`config.mk`:
```
export PLATFORM = sky130hd
export DESIGN_NAME = snake_render_pipe
export DESIGN_NICKNAME = d
export VERILOG_FILES = /design/src/rtl/snake_pkg.sv /design/src/rtl/snake_pix_delay.sv /design/src/rtl/snake_render_pipe.sv
export SDC_FILE = /design/constraint.sdc
export NUM_CORES = 1
export LEC_CHECK = 0
export ABC_AREA = 1
export CORE_MARGIN = 5
export CORE_UTILIZATION = 42
export DETAILED_ROUTE_END_ITERATION = 8
export PLACE_DENSITY = 0.66
export RECOVER_POWER = 100
export SETUP_SLACK_MARGIN = 0.5
export SLEW_MARGIN = 20
export SYNTH_ARGS = -nofsm -noshare
export SYNTH_HDL_FRONTEND = slang
export SYNTH_SLANG_ARGS = --single-unit
```
`constraint.sdc`:
```
create_clock -name i_clk -period 6.1 [get_ports i_clk]
set_input_delay 1.22 -clock i_clk [delete_from_list [all_inputs] [get_ports i_clk]]
set_output_delay 1.22 -clock i_clk [all_outputs]
set_load 0.005 [all_outputs]
```
`src/rtl/snake_pkg.sv`:
```
// Shared codes, default colours and pipeline tag for the snake pixel renderer.
package snake_pkg;

  typedef enum logic [1:0] {
    CELL_NONE = 2'b00,
    CELL_HEAD = 2'b01,
    CELL_BODY = 2'b10,
    CELL_WALL = 2'b11
  } cell_e;

  typedef enum logic [1:0] {
    ST_RESTART = 2'b00,
    ST_START   = 2'b01,
    ST_PLAY    = 2'b10,
    ST_DIE     = 2'b11
  } status_e;

  typedef enum logic {
    BLINK_SHOW = 1'b0,
    BLINK_HIDE = 1'b1
  } blink_e;

  localparam int ADDR_W = 17;
  localparam int POS_W  = 10;

  localparam logic [11:0] DEF_HEAD_COLOR  = 12'h0F0;
  localparam logic [11:0] DEF_BODY_COLOR  = 12'hFF0;
  localparam logic [11:0] DEF_WALL_COLOR  = 12'hF00;
  localparam logic [11:0] DEF_APPLE_COLOR = 12'h00F;

  // Per-pixel context that rides alongside the ROM access.
  typedef struct packed {
    status_e     mode;
    logic        in_pic;
    logic [11:0] color;
  } pix_tag_t;

  function automatic logic [11:0] expand_pic(input logic [2:0] bgr);
    return {{4{bgr[0]}}, {4{bgr[1]}}, {4{bgr[2]}}};
  endfunction

endpackage

```
`src/rtl/snake_pix_delay.sv`:
```
// Fixed-depth shift register; only the valid bits are cleared by reset.
module snake_pix_delay #(
  parameter int DEPTH = 1,
  parameter int WIDTH = 8
) (
  input  logic             i_clk,
  input  logic             i_rst,
  input  logic             i_valid,
  input  logic [WIDTH-1:0] i_data,
  output logic             o_valid,
  output logic [WIDTH-1:0] o_data
);

  logic [DEPTH-1:0] r_valid;
  logic [WIDTH-1:0] r_data [DEPTH];

  always_ff @(posedge i_clk) begin
    if (i_rst) begin
      r_valid <= '0;
    end else begin
      r_valid[0] <= i_valid;
      for (int i = 1; i < DEPTH; i++) begin
        r_valid[i] <= r_valid[i-1];
      end
    end
  end

  always_ff @(posedge i_clk) begin
    r_data[0] <= i_data;
    for (int i = 1; i < DEPTH; i++) begin
      r_data[i] <= r_data[i-1];
    end
  end

  assign o_valid = r_valid[DEPTH-1];
  assign o_data  = r_data[DEPTH-1];

endmodule

```
`src/rtl/snake_render_pipe.sv`:
```
// Pixel renderer: inputs -> pic_addr (+1 cycle) -> vga_data/vga_valid (+2+ROM_LAT cycles).
// blink state | meaning:  BLINK_SHOW snake drawn  |  BLINK_HIDE head/body blanked in DIE
module snake_render_pipe
  import snake_pkg::*;
#(
  parameter int          CELL_LOG2    = 4,
  parameter int          PIC_X0       = 130,
  parameter int          PIC_Y0       = 120,
  parameter int          PIC_W        = 380,
  parameter int          PIC_H        = 180,
  parameter int          ROM_LAT      = 1,
  parameter int          BLINK_FRAMES = 30,
  parameter logic [11:0] HEAD_COLOR   = DEF_HEAD_COLOR,
  parameter logic [11:0] BODY_COLOR   = DEF_BODY_COLOR,
  parameter logic [11:0] WALL_COLOR   = DEF_WALL_COLOR,
  parameter logic [11:0] APPLE_COLOR  = DEF_APPLE_COLOR
) (
  input  logic              i_clk,
  input  logic              i_rst,
  input  logic              i_pix_valid,
  input  logic              i_frame_start,
  input  logic [POS_W-1:0]  i_x_pos,
  input  logic [POS_W-1:0]  i_y_pos,
  input  logic [5:0]        i_apple_x,
  input  logic [4:0]        i_apple_y,
  input  logic [1:0]        i_snake,
  input  logic [1:0]        i_game_status,
  output logic [ADDR_W-1:0] o_pic_addr,
  input  logic [2:0]        i_pic_data,
  output logic [11:0]       o_vga_data,
  output logic              o_vga_valid
);

  localparam int BLINK_W = (BLINK_FRAMES > 1) ? $clog2(BLINK_FRAMES) : 1;
  localparam int TAG_W   = $bits(pix_tag_t);
  localparam logic [BLINK_W-1:0] BLINK_LAST = BLINK_W'(BLINK_FRAMES - 1);
  localparam logic [POS_W:0] X_LO = (POS_W+1)'(PIC_X0);
  localparam logic [POS_W:0] X_HI = (POS_W+1)'(PIC_X0 + PIC_W);
  localparam logic [POS_W:0] Y_LO = (POS_W+1)'(PIC_Y0);
  localparam logic [POS_W:0] Y_HI = (POS_W+1)'(PIC_Y0 + PIC_H);

  status_e w_status;
  cell_e   w_cell;
  assign w_status = status_e'(i_game_status);
  assign w_cell   = cell_e'(i_snake);

  // ---------------- blink state ----------------
  blink_e             r_blink_state, w_blink_state_nxt;
  logic [BLINK_W-1:0] r_blink_cnt, w_blink_cnt_nxt;

  always_ff @(posedge i_clk) begin
    if (i_rst) begin
      r_blink_state <= BLINK_SHOW;
      r_blink_cnt   <= '0;
    end else begin
      r_blink_state <= w_blink_state_nxt;
      r_blink_cnt   <= w_blink_cnt_nxt;
    end
  end

  always_comb begin
    w_blink_state_nxt = r_blink_state;
    w_blink_cnt_nxt   = r_blink_cnt;
    if (w_status != ST_DIE) begin
      w_blink_state_nxt = BLINK_SHOW;
      w_blink_cnt_nxt   = '0;
    end else if (i_frame_start) begin
      if (r_blink_cnt == BLINK_LAST) begin
        w_blink_cnt_nxt   = '0;
        w_blink_state_nxt = (r_blink_state == BLINK_SHOW) ? BLINK_HIDE : BLINK_SHOW;
      end else begin
        w_blink_cnt_nxt = r_blink_cnt + 1'b1;
      end
    end
  end

  // ---------------- stage 1: classify and address ----------------
  logic [POS_W-1:0]  w_cell_x, w_cell_y;
  logic              w_apple_hit, w_corner, w_hide, w_in_pic;
  logic [POS_W-1:0]  w_off_x, w_off_y;
  logic [ADDR_W-1:0] w_pic_addr;
  logic [11:0]       w_class_color;
  pix_tag_t          w_s1_tag;

  assign w_cell_x    = i_x_pos >> CELL_LOG2;
  assign w_cell_y    = i_y_pos >> CELL_LOG2;
  assign w_apple_hit = (w_cell_x == POS_W'(i_apple_x)) && (w_cell_y == POS_W'(i_apple_y));
  assign w_corner    = (i_x_pos[CELL_LOG2-1:0] == '0) && (i_y_pos[CELL_LOG2-1:0] == '0);
  assign w_hide      = (w_status == ST_DIE) && (r_blink_state == BLINK_HIDE);

  assign w_in_pic = ({1'b0, i_x_pos} >= X_LO) && ({1'b0, i_x_pos} < X_HI) &&
                    ({1'b0, i_y_pos} >= Y_LO) && ({1'b0, i_y_pos} < Y_HI);
  assign w_off_x    = i_x_pos - X_LO[POS_W-1:0];
  assign w_off_y    = i_y_pos - Y_LO[POS_W-1:0];
  assign w_pic_addr = ADDR_W'(w_off_x) + ADDR_W'(PIC_W) * ADDR_W'(w_off_y);

  // Apple outranks every snake class; wall cells carry no grid dot.
  always_comb begin
    w_class_color = '0;
    if (w_status == ST_PLAY || w_status == ST_DIE) begin
      if (w_apple_hit) begin
        w_class_color = w_corner ? 12'h000 : APPLE_COLOR;
      end else begin
        case (w_cell)
          CELL_WALL: w_class_color = WALL_COLOR;
          CELL_HEAD: w_class_color = (w_corner || w_hide) ? 12'h000 : HEAD_COLOR;
          CELL_BODY: w_class_color = (w_corner || w_hide) ? 12'h000 : BODY_COLOR;
          default:   w_class_color = '0;
        endcase
      end
    end
  end

  assign w_s1_tag = '{mode: w_status, in_pic: w_in_pic, color: w_class_color};

  logic              r_s1_valid;
  pix_tag_t          r_s1_tag;
  logic [ADDR_W-1:0] r_pic_addr;

  always_ff @(posedge i_clk) begin
    if (i_rst) begin
      r_s1_valid <= 1'b0;
      r_s1_tag   <= '0;
      r_pic_addr <= '0;
    end else begin
      r_s1_valid <= i_pix_valid;
      r_s1_tag   <= w_s1_tag;
      if (i_pix_valid && w_status == ST_START && w_in_pic) begin
        r_pic_addr <= w_pic_addr;
      end
    end
  end

  assign o_pic_addr = r_pic_addr;

  // ---------------- align with ROM read latency ----------------
  logic             w_d_valid;
  logic [TAG_W-1:0] w_d_data;
  pix_tag_t         w_d_tag;

  snake_pix_delay #(
    .DEPTH (ROM_LAT),
    .WIDTH (TAG_W)
  ) u_delay (
    .i_clk   (i_clk),
    .i_rst   (i_rst),
    .i_valid (r_s1_valid),
    .i_data  (r_s1_tag),
    .o_valid (w_d_valid),
    .o_data  (w_d_data)
  );

  assign w_d_tag = pix_tag_t'(w_d_data);

  // ---------------- output register ----------------
  logic [11:0] r_vga_data;
  logic        r_vga_valid;

  always_ff @(posedge i_clk) begin
    if (i_rst) begin
      r_vga_data  <= '0;
      r_vga_valid <= 1'b0;
    end else begin
      r_vga_valid <= w_d_valid;
      if (!w_d_valid) begin
        r_vga_data <= '0;
      end else if (w_d_tag.mode == ST_START && w_d_tag.in_pic) begin
        r_vga_data <= expand_pic(i_pic_data);
      end else begin
        r_vga_data <= w_d_tag.color;
      end
    end
  end

  assign o_vga_data  = r_vga_data;
  assign o_vga_valid = r_vga_valid;

endmodule
```
==> impl_table.tex, run 1 <==
\begin{tabular}{lr}
\hline
Metric & Value \\
\hline
\multicolumn{2}{l}{\textbf{Worst setup path}} \\
Crit path max-delay cell type & fa\_1 \\
Arrival time reported for the critical path endpoint & 5.69 ns \\
Critical path type & in -> reg \\
Crit start category & input pin \\
Critical path endpoint category & flip-flop \\
Slowest cell delay on critical path & roughly 0.5 ns \\
CP most frequent cell & ha\_1 \\
Cells along the critical path & clkbuf\_1, ha\_1, xor2\_1, ha\_1, xor2\_1, fa\_1, fa\_1, fa\_1, inv\_1, ha\_1, xnor2\_1, ha\_1, nand2\_1, o21ai\_0, a21oi\_1, nor2\_1, nand3\_1, o21ai\_2, nand3\_1, nand2\_1, inv\_1 \\
Critical path data required time & approximately 6.3 ns \\
Number of cells on the worst reg-to-reg path & 6 \\
Critical path peak fanout & 4 \\
\multicolumn{2}{l}{\textbf{Yosys}} \\
Post-synthesis net count & between 600 and 700 \\
Syn Std Cell Area & roughly 0.0043 mm\^{}2 \\
\#FFs+latches synth & 41 \\
Cells after Synth & $\sim$580 \\
Sequential element share of the synthesized area & approximately a fifth \\
Synth warnings & 0 \\
Count of unique library cells instantiated by Yosys & 37 \\
Post-synth top area cell & dfxtp\_1 \\
Portion of synthesized cell area occupied by the leading cell type & between 10\% and 20\% \\
Average cell area after synthesis & $\sim$7.4 um\^{}2 \\
Main area contributors after synthesis & dfxtp\_1 (19\%), ha\_1 (15\%), fa\_1 (12\%), inv\_1 (9.6\%), nand2\_1 (9.1\%) \\
\multicolumn{2}{l}{\textbf{Cells and area}} \\
Reg area & between 800 and 900 um\^{}2 \\
Multi-input logic area & a little over 0.003 mm\^{}2 \\
Filler Cells Inserted & just under 1,000 \\
Cell area after layout & $\sim$0.0054 mm\^{}2 \\
Final Non-Filler Cells & 798 \\
Antenna diode instance count & 0 \\
Layout overhead on the synthesized area & 27.0\% \\
Number of nets in the layout & around 780 \\
Share of cells above drive strength 1 & between 10\% and 20\% \\
\multicolumn{2}{l}{\textbf{Clocking}} \\
Number of buffers inserted by hold repair at cts & 0 \\
Clock latency at the later pin of the worst-skew pair & roughly 0.30 ns \\
Number of H-tree levels & 2 \\
Number of buffers on the longest clock path & 2 \\
Root Buffer Master & clkbuf\_8 \\
Clk sink count & approximately 40 \\
Clock transition at the registers of the reported paths & 0.08 ns \\
Cts bufs inserted & 5 \\
Clock tree from TritonCTS & built \\
\multicolumn{2}{l}{\textbf{Timing}} \\
Worst max-slew margin expressed relative to the limit & a little under a third \\
Post-layout worst setup margin & a little over 0.6 ns \\
Worst hold-check slack & 0.337 ns \\
Hold Fails Final Rpt & 0 \\
Highest clock rate & roughly 180 MHz \\
Setup repair after global routing missed its margin & no \\
Slew at the pin closest to its max-slew limit & 1.02 ns \\
Number of failing setup endpoints in the final timing report & 0 \\
Worst Clk Skew & 0.00462 ns \\
Shortest clock period the worst path allows after layout & 5.49 ns \\
Fin. max-slew vios & 0 \\
Period Utilization, post-route & 90.0\% \\
\multicolumn{2}{l}{\textbf{Die}} \\
Starting density of the core & a little over two fifths \\
Boundary pin count & 72 \\
Die span in x & 111 um \\
Total number of placement rows & 36 \\
Core Box Area & about 0.0099 mm\^{}2 \\
Die Area & about 0.012 mm\^{}2 \\
Chip Height & around 110 um \\
\multicolumn{2}{l}{\textbf{Power and ir drop}} \\
VDD IR max & 341 uV \\
Cell leakage power & 2.76 nW \\
Power per Cell Area & about 490 mW/mm\^{}2 \\
\multicolumn{2}{l}{\textbf{Drt}} \\
Via-per-instance ratio & $\sim$4.8 \\
Total via count after detailed routing & $\sim$3,800 \\
Wirelength, routed & a little under 10 mm \\
Detailed-router iteration count before antenna repair & 4 \\
Drt first-iter violations & 187 \\
Number of antenna-violating nets in the routed design & 0 \\
Detailed-route DRC error count & 0 \\
Routed wire per std cell & roughly 12 um \\
\multicolumn{2}{l}{\textbf{Worst hold path}} \\
Hold path depth & 0 \\
Type of the tightest min-delay check & reg -> reg \\
\multicolumn{2}{l}{\textbf{Global routing}} \\
Global-route wire length before repair & between 15 and 20 mm \\
All-layer global routing usage & 15.8\% \\
Antenna violations before repair & 0 \\
Pin count of the biggest net entering global routing & 32 \\
GRT overflow & 0 \\
Via count of the first global-routing pass & about 3,700 \\
\multicolumn{2}{l}{\textbf{Placed design}} \\
Post-Place Worst Slack & -0.0187 ns \\
Standard cell area after detailed placement & $\sim$0.0052 mm\^{}2 \\
Dpl cells & 786 \\
GPL Wtd Cong & between 0.8 and 0.9 \\
Input/output buffers & 71 \\
Hpwl dp & a little over 8 mm \\
\multicolumn{2}{l}{\textbf{Outcome}} \\
Result of the run & finished clean \\
\multicolumn{2}{l}{\textbf{Job}} \\
Max-cap violations & 0 \\
\hline
\end{tabular}
[power breakdown]
group | switching, mW | total [mW] | internal [mW]
logic | 1.27 | 2.14 | 0.869
registers | 0.00163 | 0.274 | 0.273
clock network | 0.100 | 0.265 | 0.165
total | 1.37 | 2.68 | 1.31
[per-layer routing]
layer | routed length [um] | track usage (%) | vias up
met5 | 0 | 0 | -
met4 | 170 | 4.68 | 0
met3 | 430 | 2.62 | 17
met2 | 4540 | 26.2 | 89
met1 | 4620 | 21.1 | 1737
li1 | - | - | 1972
[path summary, 6_finish.rpt]
check	from	end	slack (ns)
hold / removal	r_s1_tag[12]$_SDFF_PP0_	u_delay.r_data[0][12]$_DFF_P_	0.34
hold reg to reg	r_s1_tag[12]$_SDFF_PP0_	u_delay.r_data[0][12]$_DFF_P_	0.34
setup / recovery	i_y_pos[3]	o_pic_addr[16]$_SDFFE_PP0P_	0.61
setup reg to reg	r_blink_cnt[1]$_SDFFE_PP0P_	r_blink_cnt[1]$_SDFFE_PP0P_	4.69
[registers in the layout (all words and copies together), names as in the netlist]
register / flops
o_vga_valid: 1
o_vga_data: 3
u_delay.o_valid: 1
r_blink_state: 1
r_s1_tag: 6
u_delay.r_data: 6
r_s1_valid: 1
r_blink_cnt: 5
o_pic_addr: 17
[critical path, delay by kind of cell]
kind / cells / cell delay [ns]
XOR/XNOR: 3 / 0.52
AND/OR/NAND/NOR: 5 / 0.62
AO/OA/AOI/OAI: 3 / 0.39
adder cells (fa/ha/maj): 7 / 2.64
buffers and inverters: 3 / 0.30
[cells in the final DEF (no fill, tap or decap), types with 3 or more instances in the layout]
master           instances
a21oi_1                 23
a21oi_2                  9
buf_4                   21
clkbuf_1                 3
clkbuf_8                 5
clkdlybuf4s50_1         31
dfxtp_1                 41
dlygate4sd3_1           32
dlymetal6s2s_1           4
fa_1                    25
ha_1                    46
ha_4                     5
inv_1                  105
inv_2                    4
nand2_1                101
nand2_2                  9
nand3_1                 33
nand4_1                  9
nor2_1                  52
nor3_1                   3
o21a_1                   3
o21ai_0                 14
o21ai_1                  8
o21bai_1                 4
xnor2_1                 12
xor2_1                  31
[through the flow]
step                      total power [mW]  utilization, %  TNS [ns]
after floorplan                       1.78               -         0
after global placement                2.18            52.5         0
after detailed placement              2.21            52.5   -0.0291
after CTS                             2.58            54.5         0
after global routing                  2.98            55.1         0
final                                 2.68            55.1         0
[kinds of logic (layout without fill, tap and decap cells)]
logic type,after synthesis,count (layout),synth area share [%]
buffers and inverters,126,212,12.4
adder cells (fa/ha/maj),76,76,26.6
flip-flops,41,41,19.2
AO/OA/AOI/OAI,68,68,9.47
XOR/XNOR,46,46,9.41
AND/OR/NAND/NOR,222,222,23.0
[synth_stat cells]
cell type and count:
a211oi_1 1, a21o_1 2, a21oi_1 25, a21oi_2 7, a31oi_1 1, buf_2 2
buf_4 10, buf_6 2, clkbuf_1 1, dfxtp_1 41, fa_1 25, ha_1 51
inv_1 109, inv_2 1, inv_4 1, nand2_1 104, nand2_2 6, nand2_4 1
nand3_1 34, nand3_4 1, nand3b_1 2, nand4_1 9, nor2_1 50, nor2_2 5
nor2_4 1, nor3_1 3, nor3b_1 2, nor4_1 2, o211ai_1 2, o21a_1 3
o21ai_0 10, o21ai_1 11, o21ai_2 2, o21bai_1 4, or2_2 2, xnor2_1 13
xor2_1 33
[repair_timing]
| action | 4_1_cts | 5_1_grt |
|---|---|---|
| gates resized for setup | 12 | 29 |
| setup buffers | 0 | 4 |
| setup endpoints to repair | 6 | 7 |
| pin swaps | 0 | 9 |
[final cells by class]
cell class / instances / share of cell area [%]
tap: 133 / 3.06
timing repair buffer: 93 / 15.8
multi-input combinational: 412 / 55.8
clock inverter: 3 / 1.27
sequential: 41 / 15.1
inverter: 111 / 7.73
clock buffer: 5 / 1.27
(Power assumes the default switching activity.)
==> run 2: changes to the inputs <==
--- a/config.mk
+++ b/config.mk
@@ -9,5 +9,4 @@
 export CORE_MARGIN = 5
-export CORE_UTILIZATION = 42
+export CORE_UTILIZATION = 30
 export DETAILED_ROUTE_END_ITERATION = 8
-export PLACE_DENSITY = 0.66
 export RECOVER_POWER = 100
==> constraint.sdc (replaced) <==
create_clock -name i_clk -period 6.1 [get_ports i_clk]
set_input_delay 0.61 -clock i_clk [delete_from_list [all_inputs] [get_ports i_clk]]
set_output_delay 0.61 -clock i_clk [all_outputs]
set_load 0.005 [all_outputs]
==> run 2 against run 1 <==
Net effect:
- register-to-register slack better by 0.06 ns
- non-clock buffer count is 16 lower
- global-route usage is 3.6 points lower
- count of clock-buffer cells in the layout is 1 higher
- first-iteration DRC count is 21% lower
- cell count is 3.8% higher
- critical path depth is 1 higher
- via count is 2.1% lower
- core utilization is 17 points lower
- maximum frequency is 1.2% higher
- die area is 36% higher
- critical path type unchanged
- largest cell class unchanged
- highest routed layer unchanged
==> impl_table.tex, run 2 (synthesis gave the netlist of run 1 again) <==
\begin{tabular}{lr}
\hline
Metric & Value \\
\hline
\multicolumn{2}{l}{\textbf{Outcome}} \\
Result of the run & finished clean \\
\multicolumn{2}{l}{\textbf{Timing}} \\
Number of failing setup endpoints in the final timing report & 0 (unchanged) \\
Fin. max-slew vios & 0 (unchanged) \\
Final TNS setup & 0 ns (unchanged) \\
Shortest clock period the worst path allows after layout & 5.43 ns (-0.0639 ns) \\
Worst max-slew margin expressed relative to the limit & 27.5\% (-4.0 points) \\
Period Utilization, post-route & 89.0\% (-1.0 points) \\
Hold Fails Final Rpt & 0 (unchanged) \\
Slew at the pin closest to its max-slew limit & 1.08 ns (+0.0601 ns) \\
Setup repair after global routing missed its margin & no \\
Highest clock rate & 184 MHz (+1.2\%) \\
Worst Clk Skew & 0.00424 ns (-0.000379 ns) \\
\multicolumn{2}{l}{\textbf{Worst setup path}} \\
Reg-to-reg critical path startpoint & r\_blink\_cnt[1]\$\_SDFFE\_PP0P\_ \\
Critical path endpoint category & flip-flop \\
Crit start category & input pin \\
Critical path data required time & 6.28 ns (-0.02 ns) \\
Reg2reg setup slack & 4.75 ns (+0.06 ns) \\
Reg2Reg Capture Point & r\_blink\_cnt[1]\$\_SDFFE\_PP0P\_ \\
Critical path type & in -> reg \\
Number of cells on the worst reg-to-reg path & 6 (unchanged) \\
Critical path peak fanout & 7 (+3) \\
Critical path launch point & i\_y\_pos[3] \\
End point of the critical path & o\_pic\_addr[16]\$\_SDFFE\_PP0P\_ \\
Arrival time reported for the critical path endpoint & 5.60 ns (-0.09 ns) \\
\multicolumn{2}{l}{\textbf{Cells and area}} \\
Number of nets in the layout & 766 (-2.0\%) \\
Most common cell after layout, fill and taps aside & inv\_1 \\
Max FFs per register & 17 (unchanged) \\
Antenna diode instance count & 0 (unchanged) \\
Commonest cells after routing, fill and taps aside & inv\_1 (108), nand2\_1 (102), nor2\_1 (51) \\
Layout overhead on the synthesized area & 24.5\% \\
Share of cells above drive strength 1 & 6.94\% (-4.0 points) \\
Post-route core utilization & 38.3\% (-17 points) \\
\multicolumn{2}{l}{\textbf{Job}} \\
Max-cap violations & 0 (unchanged) \\
\multicolumn{2}{l}{\textbf{Global routing}} \\
Via count of the first global-routing pass & 3,688 (-0.57\%) \\
Antenna violations before repair & 0 (unchanged) \\
Global-route wire length before repair & 17.0 mm (+1.3\%) \\
Pin count of the biggest net entering global routing & 32 (unchanged) \\
All-layer global routing usage & 12.2\% (-3.6 points) \\
GRT overflow & 0 (unchanged) \\
\multicolumn{2}{l}{\textbf{Placed design}} \\
GPL Wtd Cong & 0.858 (-0.90\%) \\
Hpwl dp & 8.89 mm (+7.2\%) \\
Input/output buffers & 71 (unchanged) \\
\multicolumn{2}{l}{\textbf{Drt}} \\
Routed wire per std cell & 12.3 um (+0.71\%) \\
Detailed-route DRC error count & 0 (unchanged) \\
Detailed-router iteration count before antenna repair & 4 (unchanged) \\
Drt first-iter violations & 147 (-21\%) \\
Wirelength, routed & 10.2 mm (+4.5\%) \\
Via-per-instance ratio & 4.51 (-5.6\%) \\
Total via count after detailed routing & 3,736 (-2.1\%) \\
Number of antenna-violating nets in the routed design & 0 (unchanged) \\
\multicolumn{2}{l}{\textbf{Clocking}} \\
Number of buffers on the longest clock path & 2 (unchanged) \\
Number of H-tree levels & 2 (unchanged) \\
Cts bufs inserted & 5 (unchanged) \\
Clk sink count & 41 (unchanged) \\
Clock latency at the later pin of the worst-skew pair & 0.28 ns (-0.02 ns) \\
Clock transition at the registers of the reported paths & 0.06 ns (-0.02 ns) \\
Clock tree from TritonCTS & built \\
Number of buffers inserted by hold repair at cts & 0 (unchanged) \\
Root Buffer Master & clkbuf\_16 \\
\multicolumn{2}{l}{\textbf{Worst hold path}} \\
Type of the tightest min-delay check & reg -> reg \\
Hold path depth & 0 (unchanged) \\
\multicolumn{2}{l}{\textbf{Power and ir drop}} \\
Cell leakage power & 2.67 nW (-3.3\%) \\
Power per Cell Area & 462 mW/mm\^{}2 (-6.3\%) \\
VDD IR max & 275 uV (-19\%) \\
\multicolumn{2}{l}{\textbf{Die}} \\
Total number of placement rows & 43 (+19\%) \\
Starting density of the core & 30.7\% (-13 points) \\
Core Box Area & 0.0139 mm\^{}2 (+41\%) \\
Boundary pin count & 72 (unchanged) \\
Die span in x & 129 um (+17\%) \\
Die Area & 0.0168 mm\^{}2 (+36\%) \\
Chip Height & 129 um (+17\%) \\
\hline
\end{tabular}
-- run 2: area by class of cell --
cell class	instances	area, um^2
clock buffer	6	139
clock inverter	1	7.51
fill	1441	8600
inverter	111	422
multi-input combinational	412	2950
sequential	41	821
tap	180	225
timing repair buffer	77	764
-- run 2: critical path, stage by stage --
cell and delay (ns):
clkdlybuf4s50_1 0.45, buf_6 0.16, ha_1 0.24, xor2_1 0.17
ha_1 0.32, xor2_1 0.19, fa_1 0.47, fa_1 0.51
fa_1 0.51, inv_1 0.04, ha_1 0.36, xnor2_1 0.16
ha_1 0.34, nand2_1 0.09, o21ai_1 0.13, a21oi_1 0.07
nor2_1 0.21, nand3_1 0.16, o21ai_0 0.18, nand3_1 0.09
nand2_1 0.09, inv_1 0.03
-- run 2: layer usage --
metal  GRT usage (%)  share of wire, %  vias to the layer above
li1                -                 -                     1943
met1            16.2                47                     1722
met2            21.5                49                       66
met3            1.03               3.1                        5
met4            2.57              0.81                        0
met5               0                 0                        -
-- run 2: where the power goes --
group	leakage, nW	switching (mW)	internal, mW
registers	0.333	0.00182	0.273
logic	2.27	1.18	0.745
clock network	0.0690	0.0988	0.160
total	2.67	1.28	1.18
-- run 2: stage by stage --
step	power, mW	instances	worst slack (ns)	hold slack, ns	instance area, um^2
2_1_floorplan	1.78	579	1.20	0.310	4280
3_3_place_gp	2.14	819	0.350	0.313	5140
3_5_place_dp	2.17	819	0.248	0.313	5140
4_1_cts	2.44	826	0.567	0.327	5280
5_1_grt	2.79	828	0.348	0.333	5330
6_report	2.46	828	0.673	0.330	5330
-- run 2: repair_timing --
item                       in CTS  in global routing
resized for setup               0                 19
setup buffers                   0                  2
setup endpoints to repair       0                  5
-- run 2: worst min path at each step --
stage                                       start                            end
after floorplan           r_s1_tag[10]$_SDFF_PP0_  u_delay.r_data[0][11]$_DFF_P_
after global routing      r_s1_tag[10]$_SDFF_PP0_  u_delay.r_data[0][11]$_DFF_P_
final                     r_s1_tag[10]$_SDFF_PP0_  u_delay.r_data[0][11]$_DFF_P_
after CTS                 r_s1_tag[10]$_SDFF_PP0_  u_delay.r_data[0][11]$_DFF_P_
after global placement    r_s1_tag[14]$_SDFF_PP0_  u_delay.r_data[0][14]$_DFF_P_
after detailed placement  r_s1_tag[10]$_SDFF_PP0_  u_delay.r_data[0][11]$_DFF_P_
==> run 3: changes to the inputs <==
CORE_UTILIZATION = 55   (was 30)
PLACE_DENSITY = 0.82   (was default)
==> run 3 against run 2 <==
Net effect:
- design area shrank 2.3%
- die area shrank 42%
- non-clock buffer count is 1 higher
- critical path type unchanged
==> impl_table.tex, run 3 (synthesis gave the netlist of run 1 again) <==
\begin{tabular}{lr}
\hline
Metric & Value \\
\hline
\multicolumn{2}{l}{\textbf{Worst setup path}} \\
Critical path launch point & i\_y\_pos[3] \\
Critical path type & in -> reg \\
Critical path peak fanout & 5 (-2) \\
Critical path data required time & 6.29 ns (about the same) \\
Critical path endpoint category & flip-flop \\
Crit start category & input pin \\
Arrival time reported for the critical path endpoint & 5.52 ns (-0.08 ns) \\
Reg-to-reg critical path startpoint & r\_blink\_cnt[1]\$\_SDFFE\_PP0P\_ \\
\multicolumn{2}{l}{\textbf{Clocking}} \\
Clock tree from TritonCTS & built \\
Number of buffers inserted by hold repair at cts & 0 (unchanged) \\
Cts bufs inserted & 5 (unchanged) \\
Number of H-tree levels & 2 (unchanged) \\
Clk sink count & 41 (unchanged) \\
Number of buffers on the longest clock path & 2 (unchanged) \\
Root Buffer Master & clkbuf\_8 \\
Clock latency at the later pin of the worst-skew pair & 0.29 ns (about the same) \\
Clock transition at the registers of the reported paths & 0.08 ns (+0.02 ns) \\
\multicolumn{2}{l}{\textbf{Global routing}} \\
Via count of the first global-routing pass & 3,473 (-5.8\%) \\
Met1 usage & 25.3\% (+9.0 points) \\
GRT overflow & 0 (unchanged) \\
All-layer global routing usage & 18.8\% (+6.6 points) \\
Global-route wire length before repair & 15.4 mm (-9.2\%) \\
GR met3 Demand/Resource & 1.07\% (+0.041 points) \\
Antenna violations before repair & 0 (unchanged) \\
Met2 global-route usage & 32.9\% (+11 points) \\
Busiest metal layer after global routing & met2 \\
Pin count of the biggest net entering global routing & 32 (unchanged) \\
\multicolumn{2}{l}{\textbf{Placed design}} \\
Standard cell area after detailed placement & 0.00504 mm\^{}2 (-1.9\%) \\
GPL Wtd Cong & 0.869 (+1.3\%) \\
Hpwl dp & 8.09 mm (-9.0\%) \\
Post-Place Worst Slack & 0.264 ns (+0.0159 ns) \\
Input/output buffers & 71 (unchanged) \\
\multicolumn{2}{l}{\textbf{Cells and area}} \\
Most common cell after layout, fill and taps aside & inv\_1 \\
Antenna diode instance count & 0 (unchanged) \\
Filler Cells Inserted & 620 (-57\%) \\
Commonest cells after routing, fill and taps aside & inv\_1 (108), nand2\_1 (102), nor2\_1 (49), ha\_1 (49), dfxtp\_1 (41) \\
Cell area after layout & 0.00521 mm\^{}2 (-2.3\%) \\
Number of nets in the layout & 767 (+0.13\%) \\
Multi-input logic area & 0.00296 mm\^{}2 (about the same) \\
Max FFs per register & 17 (unchanged) \\
Share of cells above drive strength 1 & 7.38\% (+0.44 points) \\
Layout overhead on the synthesized area & 21.7\% \\
Reg area & 821 um\^{}2 (unchanged) \\
\multicolumn{2}{l}{\textbf{Job}} \\
Max-cap violations & 0 (unchanged) \\
\multicolumn{2}{l}{\textbf{Worst hold path}} \\
Worst hold start & r\_s1\_tag[7]\$\_SDFF\_PP0\_ \\
Type of the tightest min-delay check & reg -> reg \\
\multicolumn{2}{l}{\textbf{Drt}} \\
Total via count after detailed routing & 3,759 (+0.62\%) \\
Number of antenna-violating nets in the routed design & 0 (unchanged) \\
Routed wire per std cell & 12.5 um (+1.9\%) \\
Wirelength, routed & 9.43 mm (-7.5\%) \\
Detailed-router iteration count before antenna repair & 6 (+2) \\
Via-per-instance ratio & 5.00 (+11\%) \\
Drt first-iter violations & 99 (-33\%) \\
Detailed-route DRC error count & 0 (unchanged) \\
\multicolumn{2}{l}{\textbf{Timing}} \\
Slew at the pin closest to its max-slew limit & 1.03 ns (-0.0496 ns) \\
Period Utilization, post-route & 87.3\% (-1.7 points) \\
Number of failing setup endpoints in the final timing report & 0 (unchanged) \\
Setup repair after global routing missed its margin & yes \\
Shortest clock period the worst path allows after layout & 5.32 ns (-0.102 ns) \\
Hold Fails Final Rpt & 0 (unchanged) \\
Post-layout worst setup margin & 0.775 ns (+0.102 ns) \\
Fin. max-slew vios & 0 (unchanged) \\
Final TNS setup & 0 ns (unchanged) \\
Highest clock rate & 188 MHz (+1.9\%) \\
Worst max-slew margin expressed relative to the limit & 30.8\% (+3.3 points) \\
Worst Clk Skew & 0.00689 ns (+0.00265 ns) \\
\multicolumn{2}{l}{\textbf{Outcome}} \\
Result of the run & finished clean \\
\multicolumn{2}{l}{\textbf{Power and ir drop}} \\
Power per Cell Area & 459 mW/mm\^{}2 (-0.51\%) \\
Cell leakage power & 2.66 nW (-0.41\%) \\
VDD IR max & 268 uV (-2.8\%) \\
Pwr Total & 2.39 mW (-2.8\%) \\
\multicolumn{2}{l}{\textbf{Die}} \\
Total number of placement rows & 32 (-26\%) \\
Boundary pin count & 72 (unchanged) \\
Starting density of the core & 56.0\% (+25 points) \\
Chip Height & 98.2 um (-24\%) \\
Die Area & 0.00965 mm\^{}2 (-42\%) \\
Core Box Area & 0.00765 mm\^{}2 (-45\%) \\
Die span in x & 98.2 um (-24\%) \\
\hline
\end{tabular}
-- run 3: changes by cell type in the layout (fill, tap and decap cells not counted), sizes merged --
cell           delta
bufinv            +1
clkdlybuf4s50     +1
clkbuf            -1
dlygate4sd3       -1
buf               +1
clkinv            +1
-- run 3: what timing repair did --
| item | 4_1_cts | 5_1_grt |
|---|---|---|
| buffers inserted | 0 | 3 |
| setup endpoints to repair | 0 | 5 |
| gates resized for setup | 0 | 13 |
-- run 3: layer usage --
| metal | up-vias | wire, um |
|---|---|---|
| li1 | 1944 | - |
| met5 | - | 0 |
| met2 | 76 | 4640 |
| met4 | 0 | 99 |
| met3 | 9 | 501 |
| met1 | 1730 | 4190 |
-- run 3: worst paths after layout --
path	slack, ns	cells after the start	to
max	0.78	27	o_pic_addr[15]$_SDFFE_PP0P_
min	0.33	0	u_delay.r_data[0][7]$_DFF_P_
max reg2reg	4.73	6	r_blink_cnt[1]$_SDFFE_PP0P_
min reg2reg	0.33	0	u_delay.r_data[0][7]$_DFF_P_
-- run 3: metrics by stage --
stage	std cells	utilization, %	hold slack, ns
finish	752	68.1	0.328
global route	752	68.1	0.336
CTS	749	67.4	0.332
detailed placement	741	65.9	0.313
global placement	741	65.9	0.313
floorplan	579	-	0.310
-- run 3: where the power goes --
group          total [mW]  switching [mW]  internal [mW]
Combinational        1.90            1.16          0.746
Sequential          0.274         0.00175          0.273
Clock               0.215          0.0927          0.122
Total                2.39            1.25           1.14
-- run 3: area by class of cell --
| type | instances | share of cell area, % |
|---|---|---|
| Sequential cell | 41 | 15.8 |
| Clock buffer | 5 | 1.32 |
| Multi-Input combinational cell | 412 | 56.7 |
| Inverter | 111 | 8.10 |
| Tap cell | 102 | 2.45 |
| Clock inverter | 3 | 0.889 |
| Timing Repair Buffer | 78 | 14.7 |
-- run 3: worst max-delay path, stage by stage --
cell and delay [ns]:
clkdlybuf4s50_1 0.49, ha_1 0.15, nand3_1 0.13, xor2_1 0.17, buf_4 0.17, inv_1 0.10, ha_1 0.30, inv_1 0.09
xor2_1 0.20, fa_1 0.47, fa_1 0.55, inv_1 0.05, fa_1 0.49, inv_1 0.04, ha_2 0.31, nand2_2 0.11
inv_1 0.05, a21oi_1 0.18, nand2_1 0.07, nand2_1 0.08, nand2_1 0.08, nor2_2 0.10, nand3_1 0.14, o21bai_1 0.17
nand3_1 0.08, nand2_1 0.09, inv_1 0.04
